<file path="src/rtl/mp8_control_fsm.sv">
// Fetch/decode/execute sequencer for the MP8 core: owns PC/IR, runs the req/ack memory port, issues strobes.
// Build option: MP8_SINGLE_STEP_EN adds a step input that gates each instruction fetch.
//
// state    | meaning
// ---------+------------------------------------------------------
// S_FETCH  | read opcode @pc into ir
// S_DECODE | one cycle for the external decoder to settle on ir
// S_OPR1   | read second byte @pc into imm
// S_OPR2   | read third byte @pc into op_hi
// S_EXEC   | resolve branch / issue strobes / launch load-store
// S_MEM    | load or store @{op_hi,imm}
// S_HALT   | parked until reset, no memory traffic
module mp8_control_fsm #(
  parameter int unsigned       ADDR_W   = 16,
  parameter logic [ADDR_W-1:0] RESET_PC = '0
) (
  input  logic              clk,
  input  logic              rst_n,
`ifdef MP8_SINGLE_STEP_EN
  input  logic              step,
`endif
  output logic              mem_req,
  output logic              mem_we,
  output logic [ADDR_W-1:0] mem_addr,
  output logic [7:0]        mem_wdata,
  input  logic [7:0]        mem_rdata,
  input  logic              mem_ack,
  output logic [7:0]        ir,
  input  logic [1:0]        dec_inst_length,
  input  logic              dec_memr,
  input  logic              dec_memw,
  input  logic              dec_reg_write,
  input  logic              dec_alu_enable,
  input  logic              dec_halt,
  input  logic              dec_is_branch,
  input  logic [3:0]        dec_branch_type,
  input  logic              flag_z,
  input  logic              flag_c,
  input  logic              flag_s,
  input  logic              flag_p,
  input  logic [7:0]        acc_in,
  output logic [7:0]        imm,
  output logic [7:0]        ld_data,
  output logic              rf_we,
  output logic              alu_go,
  output logic [ADDR_W-1:0] pc,
  output logic              instr_done,
  output logic              halted
);

  typedef enum logic [2:0] {
    S_FETCH, S_DECODE, S_OPR1, S_OPR2, S_EXEC, S_MEM, S_HALT
  } state_t;

  state_t              state_q, state_d;
  logic [ADDR_W-1:0]   pc_q, pc_d;
  logic [7:0]          ir_q, ir_d;
  logic [7:0]          imm_q, imm_d;
  logic [7:0]          op_hi_q, op_hi_d;
  logic [7:0]          ld_data_q, ld_data_d;
  logic [7:0]          wdata_q, wdata_d;
  logic                req_q, req_d;
  logic                we_q, we_d;
  logic                ld_wb_q, ld_wb_d;

  logic                ack_fire;
  logic                step_ok;
  logic                taken;
  logic                exec_rf_we;
  logic [ADDR_W-1:0]   target_addr;

  function automatic logic is_req_state(input state_t s);
    return (s == S_FETCH) || (s == S_OPR1) || (s == S_OPR2) || (s == S_MEM);
  endfunction

`ifdef MP8_SINGLE_STEP_EN
  assign step_ok = step;
`else
  assign step_ok = 1'b1;
`endif

  assign ack_fire    = req_q & mem_ack;
  assign target_addr = ADDR_W'({op_hi_q, imm_q});

  always_comb begin
    taken = 1'b0;
    case (dec_branch_type)
      4'd0:    taken = 1'b1;
      4'd1:    taken = flag_z;
      4'd2:    taken = ~flag_z;
      4'd3:    taken = flag_c;
      4'd4:    taken = ~flag_c;
      4'd5:    taken = ~flag_s;
      4'd6:    taken = flag_s;
      4'd7:    taken = flag_p;
      4'd8:    taken = ~flag_p;
      default: taken = 1'b0;
    endcase
  end

  always_comb begin
    state_d    = state_q;
    pc_d       = pc_q;
    ir_d       = ir_q;
    imm_d      = imm_q;
    op_hi_d    = op_hi_q;
    ld_data_d  = ld_data_q;
    wdata_d    = wdata_q;
    we_d       = we_q;
    ld_wb_d    = 1'b0;
    exec_rf_we = 1'b0;
    alu_go     = 1'b0;
    instr_done = 1'b0;

    case (state_q)
      S_FETCH: begin
        if (ack_fire) begin
          ir_d    = mem_rdata;
          pc_d    = pc_q + ADDR_W'(1);
          state_d = S_DECODE;
        end
      end
      S_DECODE: begin
        if (dec_halt)                state_d = S_HALT;
        else if (dec_inst_length[1]) state_d = S_OPR1;
        else                         state_d = S_EXEC;
      end
      S_OPR1: begin
        if (ack_fire) begin
          imm_d   = mem_rdata;
          pc_d    = pc_q + ADDR_W'(1);
          state_d = (dec_inst_length == 2'd3) ? S_OPR2 : S_EXEC;
        end
      end
      S_OPR2: begin
        if (ack_fire) begin
          op_hi_d = mem_rdata;
          pc_d    = pc_q + ADDR_W'(1);
          state_d = S_EXEC;
        end
      end
      S_EXEC: begin
        if (dec_is_branch) begin
          if (taken) pc_d = target_addr;
          state_d    = S_FETCH;
          instr_done = 1'b1;
        end else if (dec_memr | dec_memw) begin
          we_d    = dec_memw;
          wdata_d = acc_in;
          state_d = S_MEM;
        end else begin
          exec_rf_we = dec_reg_write;
          alu_go     = dec_alu_enable;
          state_d    = S_FETCH;
          instr_done = 1'b1;
        end
      end
      S_MEM: begin
        if (ack_fire) begin
          if (!we_q) begin
            ld_data_d = mem_rdata;
            ld_wb_d   = 1'b1;
          end
          we_d       = 1'b0;
          state_d    = S_FETCH;
          instr_done = 1'b1;
        end
      end
      S_HALT: state_d = S_HALT;
      default: state_d = S_FETCH;
    endcase

    // A request drops for at least one cycle after every accepted ack.
    req_d = 1'b0;
    if (is_req_state(state_d)) begin
      if (state_d != state_q)
        req_d = ~ack_fire & ((state_d != S_FETCH) | step_ok);
      else
        req_d = req_q | (state_d != S_FETCH) | step_ok;
    end
  end

  always_ff @(posedge clk or negedge rst_n) begin
    if (!rst_n) begin
      state_q   <= S_FETCH;
      pc_q      <= RESET_PC;
      ir_q      <= 8'h00;
      imm_q     <= 8'h00;
      op_hi_q   <= 8'h00;
      ld_data_q <= 8'h00;
      wdata_q   <= 8'h00;
      req_q     <= 1'b0;
      we_q      <= 1'b0;
      ld_wb_q   <= 1'b0;
    end else begin
      state_q   <= state_d;
      pc_q      <= pc_d;
      ir_q      <= ir_d;
      imm_q     <= imm_d;
      op_hi_q   <= op_hi_d;
      ld_data_q <= ld_data_d;
      wdata_q   <= wdata_d;
      req_q     <= req_d;
      we_q      <= we_d;
      ld_wb_q   <= ld_wb_d;
    end
  end

  assign mem_req   = req_q;
  assign mem_we    = we_q;
  assign mem_addr  = (state_q == S_MEM) ? target_addr : pc_q;
  assign mem_wdata = wdata_q;
  assign ir        = ir_q;
  assign imm       = imm_q;
  assign ld_data   = ld_data_q;
  assign pc        = pc_q;
  assign rf_we     = exec_rf_we | ld_wb_q;
  assign halted    = (state_q == S_HALT);

endmodule

</file>
<file path="config.mk">
export PLATFORM = sky130hd
export DESIGN_NAME = mp8_control_fsm
export DESIGN_NICKNAME = d
export VERILOG_FILES = /design/src/rtl/mp8_control_fsm.sv
export SDC_FILE = /design/constraint.sdc
export NUM_CORES = 1
export LEC_CHECK = 0
export ABC_AREA = 1
export CELL_PAD_IN_SITES_DETAIL_PLACEMENT = 1
export CELL_PAD_IN_SITES_GLOBAL_PLACEMENT = 1
export CORE_MARGIN = 10
export CORE_UTILIZATION = 29
export DETAILED_ROUTE_END_ITERATION = 7
export PLACE_DENSITY_LB_ADDON = 0.1
export SETUP_SLACK_MARGIN = 0.15
export SLEW_MARGIN = 20
export SYNTH_ARGS = -nofsm -noshare
export SYNTH_HDL_FRONTEND = slang
export SYNTH_SLANG_ARGS = --single-unit
export TNS_END_PERCENT = 5
</file>
<file path="constraint.sdc">
create_clock -name clk -period 1.4 [get_ports clk]
set_input_delay 0.28 -clock clk [delete_from_list [all_inputs] [get_ports clk]]
set_output_delay 0.28 -clock clk [all_outputs]
set_load 0.02 [all_outputs]
</file>
==> impl_metrics.yaml <==
logic_synthesis:
  yosys_warnings: 0
  ys_types: 30
  yosysSeqAreaShare_pct: 47.1
  netlist_area_sq_um: 3290
  synth_seq_cells: 62
  synth_cells: 452
  syn_nets: 488
  synth_area_per_cell_sq_um: 7.29
floorplan:
  initial_core_util_pct: 30.0
  die_area_sq_um: 16000
  fp.dieH_microns: 127
  die_x_microns: 127
  rows: 38
  coreArea_sq_um: 11000
  io_pins: 105
clocking:
  insertion_delay_ns: 0.33
  clock-sinks: 62
  cts_tree: "yes"
  root_buffer: "clkbuf_16"
  h-tree-depth: 3
  cts_buffers: 9
  clk_pin_slew_ns: 0.05
  cts_buffer_depth: 2
route:
  routedWlPerCell_microns: 17.3
  drtAntennaViolNets: 0
  drtPass1Iterations: 4
  first_iter_violations: 246
  vias: 3820
  drcViolationCount: 0
  via_per_inst: 4.77
  finalWirelength_mm: 13.8
final_layout:
  syn_to_final_growth_pct: 77.2
  final_nets: 693
  fill_cells: 1374
  drive_above_1_share_pct: 35.2
  n_antenna_cell: 0
  multi_input_area_sq_um: 1710
  register_area_sq_um: 1560
critical_path:
  arrival_ns: 1.57
  cp_slowest_cell: "dfrtp_1"
  crit_fanout: 8
  worstSetupStartpointType: "flop"
  worstSetupStartpoint: "state_q[1]$_DFF_PN0_"
  r2r-end: "mem_req$_DFF_PN0_"
  r2r_cells: 10
  setup.worst_path.end: "mem_addr[13]"
  end_kind: "primary output"
  max_stage_delay_ns: 0.41
  setup.worst_path.class: "reg -> out"
  worstPathCellList: "inv_2 -> nand2_4 -> nor2_4 -> buf_12 -> buf_16 -> o21ai_1 -> buf_4"
  regToRegSetupSlack_ns: -0.29
  rr_startpoint: "state_q[1]$_DFF_PN0_"
  worstPathRequired_ns: 1.12
power:
  power.density_nw_per_um2: 2220
  p_leak_nw: 3.00
  peakVddDrop_mv: 0.869
  fin_total_pwr_mw: 13.0
sta:
  hold_viol: 0
  tightest_slew_ns: 0.477
  fmax_mhz: 540
  holdWs_ns: 0.412
  worst_slack_ns: -0.451
  slew_viol_final: 0
  min_period_over_period_pct: 132
  clock_skew_ns: 0.00297
  rsz0062_at_grt: "yes"
  setup_viol: 67
  finalCriticalPeriod_ns: 1.85
  relSlewSlack_pct: 67.9
placement:
  portBuffers: 104
  dp_hpwl_mm: 10.1
  place_ws_ns: -0.635
  place_congestion: 0.832
status:
  status: "finished with violations"
  violations: "setup timing"
global_route:
  grtUsageTotal_pct: 16.9
  grt_pass1_wl_mm: 22.1
  antenna_found_initial: 0
  grt_max_degree: 34
  grt-ovfl-total: 0
  grt_pass1_vias: 4233
job:
  drv_cap: 0
worst_hold_path:
  worst_hold_path_type: "in -> async"
-- synthesized netlist by cell type --
| master | count | area share, % |
|---|---|---|
| nand2_1 | 185 | 21 |
| dfrtp_1 | 62 | 47 |
| o21ai_0 | 57 | 8.7 |
| inv_1 | 36 | 4.1 |
| nand3_1 | 32 | 4.9 |
| nor2_1 | 18 | 2.1 |
| o21ai_1 | 8 | 1.2 |
| nand2_2 | 6 | 1.1 |
| buf_2 | 5 | 0.76 |
| clkbuf_1 | 5 | 0.57 |
| nor2_2 | 5 | 0.95 |
| nor3_1 | 4 | 0.61 |
| nand4_1 | 3 | 0.57 |
| xnor2_1 | 3 | 0.80 |
| a21oi_1 | 2 | 0.30 |
| a31o_2 | 2 | 0.53 |
| buf_4 | 2 | 0.46 |
| inv_2 | 2 | 0.23 |
| nand3b_1 | 2 | 0.46 |
| nor2_4 | 2 | 0.68 |
| xor2_1 | 2 | 0.53 |
| a21boi_2 | 1 | 0.34 |
| a21oi_2 | 1 | 0.27 |
| a31oi_1 | 1 | 0.19 |
| and3_1 | 1 | 0.19 |
| buf_6 | 1 | 0.34 |
| ha_1 | 1 | 0.38 |
| nor4_1 | 1 | 0.19 |
| o211ai_1 | 1 | 0.23 |
| or2_2 | 1 | 0.19 |
-- cell type report --
cell class	count	area share [%]
Clock buffer	10	3.92
Timing Repair Buffer	207	33.2
Tap cell	140	3.00
Multi-Input combinational cell	339	29.4
Sequential cell	62	26.7
Clock inverter	5	1.29
Inverter	38	2.49
-- per-layer routing --
layer,vias to the layer above,wire [microns],GRT usage (%)
met2,86,7100,29.7
met5,-,0,0
met1,1858,5880,19.7
li1,1867,-,-
met3,9,711,4.33
met4,0,126,5.29
-- cells in the final DEF, fill, tap and decap left out, drive strengths merged --
cell type	count
nand2	191
buf	155
o21ai	65
dfrtp	62
inv	38
clkdlybuf4s50	32
nand3	32
nor2	25
clkbuf	17
dlygate4sd2	11
nor3	4
nand4	3
xnor2	3
clkinv	3
a21oi	3
a31o	2
nand3b	2
xor2	2
bufinv	2
and3	1
o211ai	1
nor4	1
a31oi	1
a21boi	1
or2	1
ha	1
dlygate4sd3	1
dlymetal6s2s	1
-- cells by family after synthesis --
group	Yosys count	share of synthesized area (%)
AO/OA/AOI/OAI	73	11.7
XOR/XNOR	5	1.33
adder cells (fa/ha/maj)	1	0.380
buffers and inverters	51	6.46
flip-flops	62	47.1
AND/OR/NAND/NOR	260	33.0
-- worst max-delay path: cells and delay by family (launching register included) --
| family | cells | cell delay [ns] |
|---|---|---|
| buffers and inverters | 4 | 0.54 |
| AO/OA/AOI/OAI | 1 | 0.07 |
| AND/OR/NAND/NOR | 2 | 0.23 |
| flip-flops | 1 | 0.41 |
-- stage by stage --
| step | instances | TNS, ns | utilization (%) | area (sq um) |
|---|---|---|---|---|
| global route | 801 | -20.37 | 53.1 | 5830 |
| floorplan | 452 | -2.37 | - | 3310 |
| detailed placement | 775 | -30.46 | 47.4 | 5200 |
| finish | 801 | -15.48 | 53.1 | 5830 |
| CTS | 799 | -13.86 | 52.1 | 5720 |
| global placement | 775 | -26.63 | 47.4 | 5200 |
-- registers in the layout, indices dropped and copies added, names as in the netlist --
register	cells
pc	16
imm	8
ir	8
ld_data	8
mem_wdata	8
op_hi_q	8
state_q	3
ld_wb_q	1
mem_req	1
mem_we	1
-- report_power, final --
part	switching (mW)	total (mW)	internal [mW]	leakage, nW
clock network	0.801	2.34	1.54	0.152
registers	0.601	3.15	2.55	0.793
logic	3.99	7.49	3.50	2.05
total	5.39	13.0	7.59	3.00
-- how the worst min path moves through the flow --
stage | start | endpoint | slack (ns) | cells after the start
3_3_place_gp | rst_n | pc[13]$_DFFE_PN0P_ | 0.22 | 1
6_report | rst_n | pc[13]$_DFFE_PN0P_ | 0.41 | 2
5_1_grt | rst_n | pc[13]$_DFFE_PN0P_ | 0.44 | 2
2_1_floorplan | rst_n | imm[0]$_DFFE_PN0P_ | -0.02 | 0
4_1_cts | rst_n | pc[13]$_DFFE_PN0P_ | 0.41 | 2
3_5_place_dp | rst_n | pc[13]$_DFFE_PN0P_ | 0.22 | 1
-- timing repair --
action,in CTS,in global routing
endpoints found under the hold margin,10,0
endpoints found under the setup margin,132,127
setup buffers,7,2
hold buffers,1,0
cloned,1,0
pin swaps,4,4
resized for setup,317,68
Power figures use the tool's default switching activity.
